==> config.mk <==
export PLATFORM = sky130hd
export DESIGN_NAME = uart_tx_arbiter
export DESIGN_NICKNAME = d
export VERILOG_FILES = /design/src/rtl/uart_tx_arbiter.sv
export SDC_FILE = /design/constraint.sdc
export NUM_CORES = 1
export LEC_CHECK = 0
export BUFFER_PORTS_ARGS = -buffer_cell sky130_fd_sc_hd__buf_2
export CAP_MARGIN = 20
export CORE_ASPECT_RATIO = 1.5
export CORE_UTILIZATION = 46
export DETAILED_ROUTE_END_ITERATION = 8
export PLACE_DENSITY = 0.85
export SETUP_SLACK_MARGIN = 0.15
export SLEW_MARGIN = 5
export SYNTH_ARGS = -nofsm -noshare
export SYNTH_HDL_FRONTEND = slang
export SYNTH_SLANG_ARGS = --single-unit
==> constraint.sdc <==
create_clock -name i_clk -period 4.3 [get_ports i_clk]
set_input_delay 0.645 -clock i_clk [delete_from_list [all_inputs] [get_ports i_clk]]
set_output_delay 0.645 -clock i_clk [all_outputs]
set_load 0.03 [all_outputs]
==> src/rtl/uart_tx_arbiter.sv <==
// Round-robin arbiter sharing one UART TX among NUM_REQ byte producers.
// Optional frame watchdog enabled by defining ARB_TIMEOUT_EN.
package uart_tx_arbiter_pkg;
  function automatic int clogb2(input int v);
    int r;
    r = 0;
    for (int i = 0; i < 31; i++) begin
      if ((1 << i) < v) r = i + 1;
    end
    return (r < 1) ? 1 : r;
  endfunction
endpackage

module uart_tx_arbiter
  import uart_tx_arbiter_pkg::*;
#(
  parameter int NUM_REQ        = 4,
  parameter int DATA_WIDTH     = 8,
  parameter int TIMEOUT_CYCLES = 65536
) (
  input  logic                          i_clk,
  input  logic                          i_reset,
  input  logic [NUM_REQ-1:0]            i_req,
  input  logic [NUM_REQ*DATA_WIDTH-1:0] i_data,
  output logic [NUM_REQ-1:0]            o_grant,
  output logic                          o_tx_start,
  output logic [DATA_WIDTH-1:0]         o_tx_data,
  input  logic                          i_tx_done,
  output logic                          o_busy,
  output logic [clogb2(NUM_REQ)-1:0]    o_owner,
  output logic                          o_timeout
);

  localparam int NB_OWNER = clogb2(NUM_REQ);

  if (NUM_REQ < 2 || TIMEOUT_CYCLES < 2) begin : g_bad_cfg
    $error("uart_tx_arbiter: NUM_REQ and TIMEOUT_CYCLES must be >= 2");
  end

  typedef enum logic {
    S_IDLE,
    S_WAIT_DONE
  } state_t;

  state_t                  state_q, state_d;
  logic [NB_OWNER-1:0]     rr_ptr_q, rr_ptr_d;
  logic [NUM_REQ-1:0]      grant_q, grant_d;
  logic                    start_q, start_d;
  logic [DATA_WIDTH-1:0]   data_q, data_d;
  logic                    busy_q, busy_d;
  logic [NB_OWNER-1:0]     owner_q, owner_d;

  logic [DATA_WIDTH-1:0]   data_arr [NUM_REQ];
  logic                    found;
  logic [NB_OWNER-1:0]     win;
  logic [NB_OWNER-1:0]     idx;
  logic [NB_OWNER-1:0]     nxt_ptr;
  logic                    done_ok;

`ifdef ARB_TIMEOUT_EN
  localparam int NB_CNT = clogb2(TIMEOUT_CYCLES);
  logic [NB_CNT-1:0]       cnt_q, cnt_d;
  logic                    tmo_q, tmo_d;
`endif

  // Unpack the flat requester data bus into per-requester bytes.
  always_comb begin
    for (int k = 0; k < NUM_REQ; k++) begin
      data_arr[k] = i_data[k*DATA_WIDTH +: DATA_WIDTH];
    end
  end

  // First active request searching upward from the round-robin pointer.
  always_comb begin
    found = 1'b0;
    win   = '0;
    idx   = '0;
    for (int i = 0; i < NUM_REQ; i++) begin
      idx = NB_OWNER'((int'(rr_ptr_q) + i) % NUM_REQ);
      if (!found && i_req[idx]) begin
        found = 1'b1;
        win   = idx;
      end
    end
  end

  assign nxt_ptr = (owner_q == NB_OWNER'(NUM_REQ - 1)) ?
                   '0 : owner_q + 1'b1;

  // Done is only trusted from the cycle after the start pulse.
  assign done_ok = i_tx_done && !start_q;

  // Next-state and output logic.
  always_comb begin
    state_d  = state_q;
    rr_ptr_d = rr_ptr_q;
    grant_d  = '0;
    start_d  = 1'b0;
    data_d   = data_q;
    busy_d   = busy_q;
    owner_d  = owner_q;
`ifdef ARB_TIMEOUT_EN
    cnt_d    = cnt_q;
    tmo_d    = 1'b0;
`endif
    unique case (state_q)
      S_IDLE: begin
        if (found) begin
          grant_d = NUM_REQ'(1) << win;
          start_d = 1'b1;
          data_d  = data_arr[win];
          owner_d = win;
          busy_d  = 1'b1;
          state_d = S_WAIT_DONE;
`ifdef ARB_TIMEOUT_EN
          cnt_d   = '0;
`endif
        end
      end
      S_WAIT_DONE: begin
        if (done_ok) begin
          state_d  = S_IDLE;
          busy_d   = 1'b0;
          rr_ptr_d = nxt_ptr;
`ifdef ARB_TIMEOUT_EN
        end else if (cnt_q == NB_CNT'(TIMEOUT_CYCLES - 1)) begin
          state_d  = S_IDLE;
          busy_d   = 1'b0;
          rr_ptr_d = nxt_ptr;
          tmo_d    = 1'b1;
        end else begin
          cnt_d    = cnt_q + 1'b1;
`endif
        end
      end
      default: begin
        state_d = S_IDLE;
      end
    endcase
  end

  // State and output registers with synchronous reset.
  always_ff @(posedge i_clk) begin
    if (i_reset) begin
      state_q  <= S_IDLE;
      rr_ptr_q <= '0;
      grant_q  <= '0;
      start_q  <= 1'b0;
      data_q   <= '0;
      busy_q   <= 1'b0;
      owner_q  <= '0;
`ifdef ARB_TIMEOUT_EN
      cnt_q    <= '0;
      tmo_q    <= 1'b0;
`endif
    end else begin
      state_q  <= state_d;
      rr_ptr_q <= rr_ptr_d;
      grant_q  <= grant_d;
      start_q  <= start_d;
      data_q   <= data_d;
      busy_q   <= busy_d;
      owner_q  <= owner_d;
`ifdef ARB_TIMEOUT_EN
      cnt_q    <= cnt_d;
      tmo_q    <= tmo_d;
`endif
    end
  end

  assign o_grant    = grant_q;
  assign o_tx_start = start_q;
  assign o_tx_data  = data_q;
  assign o_busy     = busy_q;
  assign o_owner    = owner_q;
`ifdef ARB_TIMEOUT_EN
  assign o_timeout  = tmo_q;
`else
  assign o_timeout  = 1'b0;
`endif

endmodule

# == Word level (Yosys, flattened, before mapping) ==
# Index checks and enable logic that the tools add are counted.
# Widths: inputs -> output; s select.
# totals
regBits,19
out_inout_bits,17
wordCells,62
# classes
n_addsub,4
magnitude_cmp,5
eq_ne,3
n_shift,1
muxes,26
bitwise_logic,3
reduce_logical,13
# ops
operator,count
$bmux 8 s2,1
$mux 8,2
$lt 2x3->1 const B,4
$mux 1,12
$mux 2,5
$bmux 1 s2,4
$reduce_and 2->1,3
$add 2x1->2 const B,2
$add 2x2->2 const B,2
$logic_and 1x1->1,4
$logic_not 1->1,4
$pmux 1 s2,2
$shl 1x2->4 const A,1
$ge 3x3->1 const B,1
$not 2->3,1
$reduce_or 3->1,1
$eq 2x2->1 const B,1
$ne 2x1->1 const B,1
$ne 2x2->1 const B,1
$not 1->1,2
$reduce_or 2->1,1

# == Longest topological paths before layout ==
# Gate-level depths: netlist (run 1).
# logic_depth
depth_word,16
mapped_depth,7
depth_no_buf,5

# == Worst setup path before layout (run 1) ==
# OpenSTA, ideal clock, no wires.
# synth_path
path_type,in2reg
from,input port i_req[0]
to,"register data_q[3], in the netlist o_tx_data[3]"
setup_time_ns,0.136
arrival_time_ns,1.788
t_required_ns,4.164
path_slack_ns,2.375
path_stages,7
n_path_buf,2
path_cell_list,nor2b_1 -> o21ba_1 -> a211o_1 -> buf_6 -> buf_8 -> a32oi_1 -> o221ai_1
# synth_via
elab_chain_cells,16
elab_cells_between_ends,27
classes_between,mux (19); bitwise (1); reduce/logical (7)
# synth_lines
element,line,rtl
from (decl),23,"input logic [NUM_REQ-1:0] i_req,"
$bmux 1 s2,80,if (!found && i_req[idx]) begin
$mux 1 (implied by the code),80,
$mux 1,80,
$logic_not 1->1,80,
$logic_and 1x1->1,80,
$mux 1,80,
$logic_not 1->1,80,
$logic_and 1x1->1,80,
$mux 1,80,
$logic_not 1->1,80,
$logic_and 1x1->1,80,
$mux 2,80,
$not 2->3 (implied by the code),111,data_d = data_arr[win];
$bmux 8 s2,111,
$mux 8 (implied by the code) (2 in a row),111,
to (signal assigned),161,data_q <= data_d;
to (decl),49,"logic [DATA_WIDTH-1:0] data_q, data_d;"
# Parallel ways exist; a longest one is shown, timed or not. The select of a mux whose other input is x is not followed.
# A chain may end at the register's enable or synchronous reset.

# == Worst setup path in the final report (run 1) ==
# layout_path
from,input port i_req[0]
to,"register data_q[7], in the netlist o_tx_data[7]"
# The elaborated chain is that of the path after synthesis.

==> key figures, run 1 <==
Synth
  • Sequential share of the synthesized area: 38.9%
  • Mapped Cells: 103
  • #FFs+latches synth: 19
  • Avg Synthesized Cell Area: 9.49 µm²
  • Yosys Warn Count: 0
  • Synth unique cells: 33
  • Synthesized area: 977 µm²
  • Mapped Nets: 143

Detailed routing
  • Vias/cell: 5.58
  • Initial drt markers: 29
  • Vias: 994
  • Met1 wire length: 907 µm
  • DRT Wirelength: 2220 µm
  • Drt wl/cell: 12.5 µm
  • WL met3: 120 µm
  • WL met2: 1170 µm
  • Number of nets with antenna violations after routing: 0
  • DR DRC count: 0
  • Top sig layer: met4
  • Drt pass-1 iters: 5

STA
  • Post-layout min period: 1.92 ns
  • Slew Limit Fails: 0
  • # setup viols final: 0
  • Slew of the pin with the lowest slew margin: 0.670 ns
  • Max-slew headroom: 55.4%
  • Clock Skews: 0.00383 ns
  • Max Clk Rate: 0.520 GHz
  • TNS Setup: 0 ns
  • Final Cycle Share: 44.7%
  • Final hold violations: 0
  • RSZ-0062 raised after global routing: no

CTS
  • # resized after CTS: 0
  • Htree depth: 1
  • CTS Buf Count: 3
  • CTS tree: done
  • Worst skew pair latency: 0.30 ns
  • # hold bufs at CTS: 0
  • Worst-path clk slew: 0.10 ns
  • Clock Tree Root: clkbuf_4
  • Post-CTS Repair Setup Buffers: 0
  • CTS max path bufs: 2
  • Clock sinks: 19

Power and ir drop
  • Power density over the cells: 331 nW/µm²
  • Combinational Power Share: 30.0%
  • Seq pwr share: 48.2%
  • Worst vdd ir: 0.215 mV
  • Switching pwr: 0.140 mW
  • Leakage power: 0.652 nW
  • Clock network fraction of total power: 21.8%
  • Switching part of the total: 33.5%
  • Power Internal: 0.277 mW

Place
  • Placed Area: 1230 µm²
  • Routability congestion estimate: 0.782
  • HPWL after detailed placement: 1740 µm
  • PortBufs: 54

Global routing
  • Grt ovf: 0
  • Number of global-route vias before repair: 841
  • First-pass GRT wire length: 3460 µm
  • GRT Total Usage: 21.0%
  • Initial antenna violation count: 0
  • Largest net degree at the start of global routing: 16

Setup path
  • R2R setup slack: 2.50 ns
  • CP max FO: 15
  • Worst EP required: 4.47 ns
  • Critical Path End Type: register
  • Critical Path, Cell by Cell: buf_2, nor2b_1, o21ba_1, a211o_1, a32oi_1, o221ai_1
  • CP Launch Type: input pin
  • CP Data Arrival Time: 2.09 ns
  • Max incr delay on CP: 0.54 ns
  • Critical Path Slowest Stage Cell: a211o_1
  • WS Path Type: in -> reg

Finish
  • Design Area, Final: 1260 µm²
  • Share of cells above drive strength 1: 38.5%
  • # nets final: 197
  • # diodes: 0
  • Layout area overhead: 28.9%

Floorplan
  • Die Height: 58.5 µm
  • Initial Utilization: 48.8%
  • Num ports: 56
  • Core ar.: 2000 µm²
  • Cell Rows: 20
  • Die Width: 39.6 µm
  • Die ar.: 2320 µm²

Worst hold path
  • Tightest Hold Check Type: reg -> reg

Flow run
  • Number of max-cap violations: 0

Status
  • Status: complete, no violations
==> metal layers <==
metal	track usage, %	vias up
met5	0	-
met4	10.8	0
met3	3.02	4
met2	34.4	46
met1	25.5	451
li1	-	493
==> placed cells by master, fill, tap and decap left out, types with 2 or more instances in the layout <==
| cell | synthesis | layout |
|---|---|---|
| a32oi_1 | 2 | 2 |
| a211o_1 | 2 | 2 |
| a21oi_1 | 5 | 5 |
| o221ai_1 | 7 | 7 |
| a21boi_0 | 2 | 2 |
| nor2_1 | 6 | 6 |
| o211ai_1 | 2 | 2 |
| nor2b_1 | 4 | 4 |
| nand3_1 | 2 | 2 |
| and2_1 | 2 | 2 |
| nand4_1 | 2 | 2 |
| inv_1 | 2 | 2 |
| nand3b_1 | 7 | 7 |
| nand2_1 | 8 | 8 |
| buf_2 | 0 | 54 |
| dfxtp_1 | 19 | 19 |
| clkbuf_4 | 0 | 3 |
| mux2i_1 | 13 | 13 |
==> sequential cells by signal, summed over array words and instances (netlist names) <==
register and flops:
o_tx_data 8, o_grant 4, o_tx_start 1, rr_ptr_q 2
o_owner 2, state_q 1, o_busy 1
==> stage by stage <==
step	setup WS (ns)	utilization [%]	std cells	power, mW	hold WS, ns
floorplan	2.38	-	103	0.293	0.457
global placement	2.14	61.6	174	0.325	0.449
detailed placement	2.04	61.6	174	0.329	0.456
CTS	2.37	62.9	178	0.417	0.480
global route	2.28	62.9	178	0.436	0.495
finish	2.38	62.9	178	0.417	0.478
==> final timing paths <==
check / cells past startpoint / endpoint / start
worst max-delay path: 6 / o_tx_data[7]$_SDFFE_PP0P_ / i_req[0]
worst max register to register: 5 / o_tx_data[7]$_SDFFE_PP0P_ / rr_ptr_q[0]$_SDFFE_PP0P_
worst min-delay path: 1 / o_busy$_SDFFE_PP0P_ / o_busy$_SDFFE_PP0P_
worst min register to register: 1 / o_busy$_SDFFE_PP0P_ / o_busy$_SDFFE_PP0P_
==> synth_stat cells, drive strengths merged <==
cell type	n	area [µm²]
a21boi	2	15.0
nand4	2	12.5
a221oi	1	15.0
mux2i	13	130
a22oi	1	7.51
clkbuf	2	7.51
nor2	7	28.8
o221ai	7	61.3
nor4	1	6.26
dfxtp	19	380
and2	2	12.5
a21o	1	7.51
inv	2	7.51
a21oi	5	25.0
o21ba	1	10.0
nor2b	4	25.0
or2	1	6.26
conb	1	3.75
o21bai	1	7.51
a32oi	2	17.5
nand3b	7	52.6
o211ai	2	15.0
ha	1	12.5
nand3	2	10.0
and3	1	6.26
buf	3	33.8
nand2	8	30.0
nor3	1	5.00
a211o	2	17.5
o21a	1	7.51
==> power groups by stage <==
stage	logic [mW]	registers (mW)	clock network, mW
finish	0.125	0.201	0.0910
floorplan	0.0614	0.231	0
global placement	0.122	0.204	0
detailed placement	0.125	0.204	0
CTS	0.126	0.201	0.0908
global route	0.136	0.202	0.0979
==> area by class of cell <==
| class | count | area (µm²) |
|---|---|---|
| clock buffers | 4 | 26.3 |
| multi-input cells | 77 | 548 |
| inverters | 2 | 7.51 |
| flip-flops and latches | 19 | 380 |
| well taps | 22 | 27.5 |
| repair buffers | 54 | 270 |
| fillers | 175 | 742 |
==> logic make-up after synthesis <==
family          after synthesis  synth area share, %
compound gates               26                 21.1
mux                          13                 13.3
fa+ha+maj                     1                 1.28
flops                        19                 38.9
simple gates                 36                 20.0
other cells                   1                0.384
buf+inv                       7                 4.99
==> worst max-delay path, delay by kind of cell <==
family / cells / cell delay, ns
buffers and inverters: 1 / 0.12
AND/OR/NAND/NOR: 1 / 0.14
AO/OA/AOI/OAI: 4 / 1.19
No activity file was read; power rests on OpenSTA's default activity.
==> run 2: changes to the inputs <==
- CORE_UTILIZATION: 46 -> 38
- PLACE_DENSITY: 0.85 -> 0.76
- clock period: 4.3 -> 1.7 ns (I/O delays scaled with it)
==> key figures, run 2 (same netlist as run 1, synthesis figures left out) <==
Detailed routing
  • Drt wl/cell: 13.2 µm
  • Number of nets with antenna violations after routing: 0
  • Vias/cell: 5.50
  • Initial drt markers: 17
  • Drt pass-1 iters: 6
  • DR DRC count: 2
  • DRT Wirelength: 2480 µm
  • Vias: 1034

Floorplan
  • Die Height: 64.1 µm
  • Initial Utilization: 39.9%
  • Die ar.: 2780 µm²
  • Cell Rows: 22
  • Die Width: 43.4 µm
  • Core ar.: 2450 µm²
  • Num ports: 56

Worst hold path
  • Tightest Hold Check Type: in -> reg

Place
  • PortBufs: 54
  • Pre-CTS setup slack: -0.0173 ns
  • Routability congestion estimate: 0.796
  • HPWL after detailed placement: 1960 µm

CTS
  • Worst-path clk slew: 0.11 ns
  • CTS Buf Count: 3
  • CTS max path bufs: 2
  • # hold bufs at CTS: 0
  • Worst skew pair latency: 0.29 ns
  • Htree depth: 1
  • CTS tree: done
  • Clock Tree Root: clkbuf_4
  • Clock sinks: 19

STA
  • Final hold violations: 0
  • Final Cycle Share: 90.0%
  • Max Clk Rate: 0.654 GHz
  • Post-layout min period: 1.53 ns
  • TNS Setup: 0 ns
  • Clock Skews: 0.00612 ns
  • Slew Limit Fails: 0
  • # setup viols final: 0
  • RSZ-0062 raised after global routing: yes
  • Setup ws final: 0.171 ns

Finish
  • # nets final: 205
  • Fin util: 55.6%
  • # diodes: 0
  • Layout area overhead: 39.4%
  • Commonest non-fill, non-tap cell in the layout: buf_2
  • Share of cells above drive strength 1: 46.3%
  • Fillers: 226
  • Max reg flops: 8
  • Commonest cells after routing, fill and taps aside: buf_2, dfxtp_1, mux2i_1

Flow run
  • Number of max-cap violations: 0

Setup path
  • Worst EP required: 1.87 ns
  • CP Data Arrival Time: 1.70 ns
  • Critical Path End Type: register
  • CP max FO: 15
  • CP Launch Type: register
  • WS Path Type: reg -> reg

Global routing
  • Grt ovf: 0
  • GRT Total Usage: 18.2%
  • Number of global-route vias before repair: 960
  • First-pass GRT wire length: 3950 µm
  • Initial antenna violation count: 0
  • Largest net degree at the start of global routing: 16

Status
  • Status: complete, but fails checks
  • Failing checks: DRC

Power and ir drop
  • Leakage power: 0.701 nW
  • Power density over the cells: 801 nW/µm²
  • Worst vdd ir: 0.514 mV
  • Total power draw: 1.09 mW
==> run 2: final cells by class <==
class	instances	area [µm²]	area share, %
clock buffers	4	26.3	1.93
well taps	24	30.0	2.20
repair buffers	62	343	25.2
inverters	2	7.51	0.551
multi-input cells	77	573	42.1
flip-flops and latches	19	383	28.1
==> run 2: where the power goes <==
| group | switching (mW) | internal [mW] | leakage [nW] | total (mW) |
|---|---|---|---|---|
| registers | 0.0227 | 0.485 | 0.157 | 0.508 |
| clock network | 0.133 | 0.0912 | 0.0150 | 0.225 |
| logic | 0.206 | 0.153 | 0.528 | 0.359 |
| total | 0.362 | 0.729 | 0.701 | 1.09 |
==> run 2: final timing paths <==
path,startpoint,to,slack (ns),cells past startpoint
worst max-delay path,rr_ptr_q[0]$_SDFFE_PP0P_,o_tx_data[3]$_SDFFE_PP0P_,0.17,6
worst min-delay path,i_reset,o_tx_start$_SDFF_PP0_,0.21,2
worst max register to register,rr_ptr_q[0]$_SDFFE_PP0P_,o_tx_data[3]$_SDFFE_PP0P_,0.17,6
worst min register to register,o_busy$_SDFFE_PP0P_,o_busy$_SDFFE_PP0P_,0.48,1
==> run 2: critical path, stage by stage, from the launching register on <==
cell and delay, ns:
dfxtp_2 0.37, nor2b_1 0.07, a21o_1 0.17, a211o_1 0.30, buf_12 0.17, a32oi_1 0.20, o221ai_1 0.13
==> run 2: per-stage QoR <==
step	cells	hold WS, ns	instance area [µm²]
CTS	188	0.199	1340
finish	188	0.207	1360
floorplan	103	0.363	978
global route	188	0.195	1360
global placement	183	0.453	1300
detailed placement	183	0.455	1300
==> run 2: timing repair <==
action	in CTS	in global routing
buffers inserted	1	0
endpoints found under the setup margin	8	8
resized for setup	2	6
pin swaps	2	2
==> run 2: per-layer routing <==
layer	global-route usage [%]	routed length (µm)
met1	21.1	1030
met2	32.6	1300
met3	2.54	130
met4	7.03	25
met5	0	0
==> run 3: changes to the inputs <==
==> constraint.sdc (replaced) <==
create_clock -name i_clk -period 1.7 [get_ports i_clk]
set_input_delay 0.34 -clock i_clk [delete_from_list [all_inputs] [get_ports i_clk]]
set_output_delay 0.34 -clock i_clk [all_outputs]
set_load 0.03 [all_outputs]
==> key figures, run 3 (same netlist as run 1, synthesis figures left out) <==
Place
  • HPWL after detailed placement: 1900 µm
  • Routability congestion estimate: 0.772
  • Placed Area: 1320 µm²
  • PortBufs: 54

Global routing
  • Initial antenna violation count: 0
  • Largest net degree at the start of global routing: 16
  • First-pass GRT wire length: 3930 µm
  • Number of global-route vias before repair: 945
  • Grt ovf: 0
  • GRT Total Usage: 18.2%

Worst hold path
  • Tightest Hold Check Type: in -> reg

Power and ir drop
  • Switching part of the total: 33.6%
  • Total power draw: 1.10 mW
  • Worst vdd ir: 0.448 mV
  • Power density over the cells: 800 nW/µm²
  • Clock network fraction of total power: 20.8%
  • Power Internal: 0.729 mW
  • Seq pwr share: 46.4%
  • Switching pwr: 0.368 mW
  • Combinational Power Share: 32.8%
  • Leakage power: 0.710 nW

CTS
  • Worst skew pair latency: 0.30 ns
  • CTS Buf Count: 3
  • CTS max path bufs: 2
  • Clock sinks: 19
  • Worst-path clk slew: 0.11 ns
  • Clock Tree Root: clkbuf_4
  • # hold bufs at CTS: 0
  • Htree depth: 1
  • CTS tree: done
  • Post-CTS Repair Setup Buffers: 0

Finish
  • Max reg flops: 8
  • # nets final: 206
  • # diodes: 0
  • Design Area, Final: 1370 µm²
  • Layout area overhead: 40.2%
  • Share of cells above drive strength 1: 46.7%
  • Commonest cells after routing, fill and taps aside: buf_2, dfxtp_1, mux2i_1
  • Commonest non-fill, non-tap cell in the layout: buf_2

Detailed routing
  • Drt wl/cell: 13.2 µm
  • Number of nets with antenna violations after routing: 0
  • DR DRC count: 9
  • Vias: 1043
  • DRT Wirelength: 2490 µm
  • Initial drt markers: 27
  • Vias/cell: 5.52
  • Drt pass-1 iters: 8

STA
  • Final hold violations: 0
  • Final hold slack: 0.291 ns
  • RSZ-0062 raised after global routing: yes
  • Final Cycle Share: 88.6%
  • Slew Limit Fails: 0
  • Max Clk Rate: 0.664 GHz
  • Post-layout min period: 1.51 ns
  • # setup viols final: 0
  • Clock Skews: 0.00877 ns

Floorplan
  • Die Height: 64.1 µm
  • Die Width: 43.4 µm
  • Core ar.: 2450 µm²
  • Num ports: 56
  • Initial Utilization: 39.9%
  • Cell Rows: 22
  • Die ar.: 2780 µm²

Setup path
  • CP max FO: 15
  • Worst EP required: 1.87 ns
  • CP Launch Type: register
  • R2R setup slack: 0.19 ns
  • CP Data Arrival Time: 1.68 ns
  • WS Path Type: reg -> reg
  • Critical Path End Type: register

Flow run
  • Number of max-cap violations: 0

Status
  • Failing checks: DRC
  • Status: complete, but fails checks
-- run 3: worst max-delay path, cell delays in order, from the launching register on --
cell	delay (ns)
dfxtp_4	0.40
nor2b_4	0.05
a21o_1	0.17
a211o_1	0.29
buf_12	0.17
a32oi_1	0.19
o221ai_1	0.13
-- run 3: through the flow --
| step | setup slack, ns | std cells | util (%) | TNS [ns] |
|---|---|---|---|---|
| CTS | 0.158 | 189 | 55.4 | 0 |
| global placement | 0.0252 | 185 | 54.0 | 0 |
| floorplan | 0.0876 | 103 | - | 0 |
| global route | 0.121 | 189 | 55.9 | 0 |
| finish | 0.194 | 189 | 55.9 | 0 |
| detailed placement | -0.0183 | 185 | 54.0 | -0.0471 |
-- run 3: worst paths after layout --
kind | start | to | depth (start not counted)
worst max-delay path | rr_ptr_q[0]$_SDFFE_PP0P_ | o_tx_data[7]$_SDFFE_PP0P_ | 6
worst min register to register | o_busy$_SDFFE_PP0P_ | o_busy$_SDFFE_PP0P_ | 1
worst min-delay path | i_data[11] | o_tx_data[3]$_SDFFE_PP0P_ | 3
worst max register to register | rr_ptr_q[0]$_SDFFE_PP0P_ | o_tx_data[7]$_SDFFE_PP0P_ | 6
-- run 3: repair_timing --
item                       in CTS  in global routing
pin swaps                       0                  2
setup endpoints to repair       7                  8
hold endpoints to repair        0                  0
resized for setup               3                  4
-- run 3: area by class of cell --
| class | instances | area (µm²) |
|---|---|---|
| Clock buffer | 3 | 22.5 |
| Clock inverter | 1 | 5.00 |
| Fill cell | 227 | 1080 |
| Inverter | 2 | 7.51 |
| Multi-Input combinational cell | 77 | 569 |
| Sequential cell | 19 | 385 |
| Tap cell | 24 | 30.0 |
| Timing Repair Buffer | 63 | 350 |
-- run 3: power by group through the flow --
| stage | clock, mW | sequential (mW) | combinational [mW] |
|---|---|---|---|
| finish | 0.228 | 0.509 | 0.359 |
| global route | 0.254 | 0.512 | 0.387 |
| CTS | 0.238 | 0.508 | 0.355 |
| detailed placement | 0 | 0.518 | 0.352 |
| global placement | 0 | 0.516 | 0.345 |
| floorplan | 0 | 0.585 | 0.157 |
-- run 3: layer usage --
layer	GRT usage [%]	part of all wire (%)	vias to the layer above
li1	-	-	514
met1	21.4	42	482
met2	31.8	51	45
met3	3.11	6.1	2
met4	7.03	0.44	0
met5	0	0	-
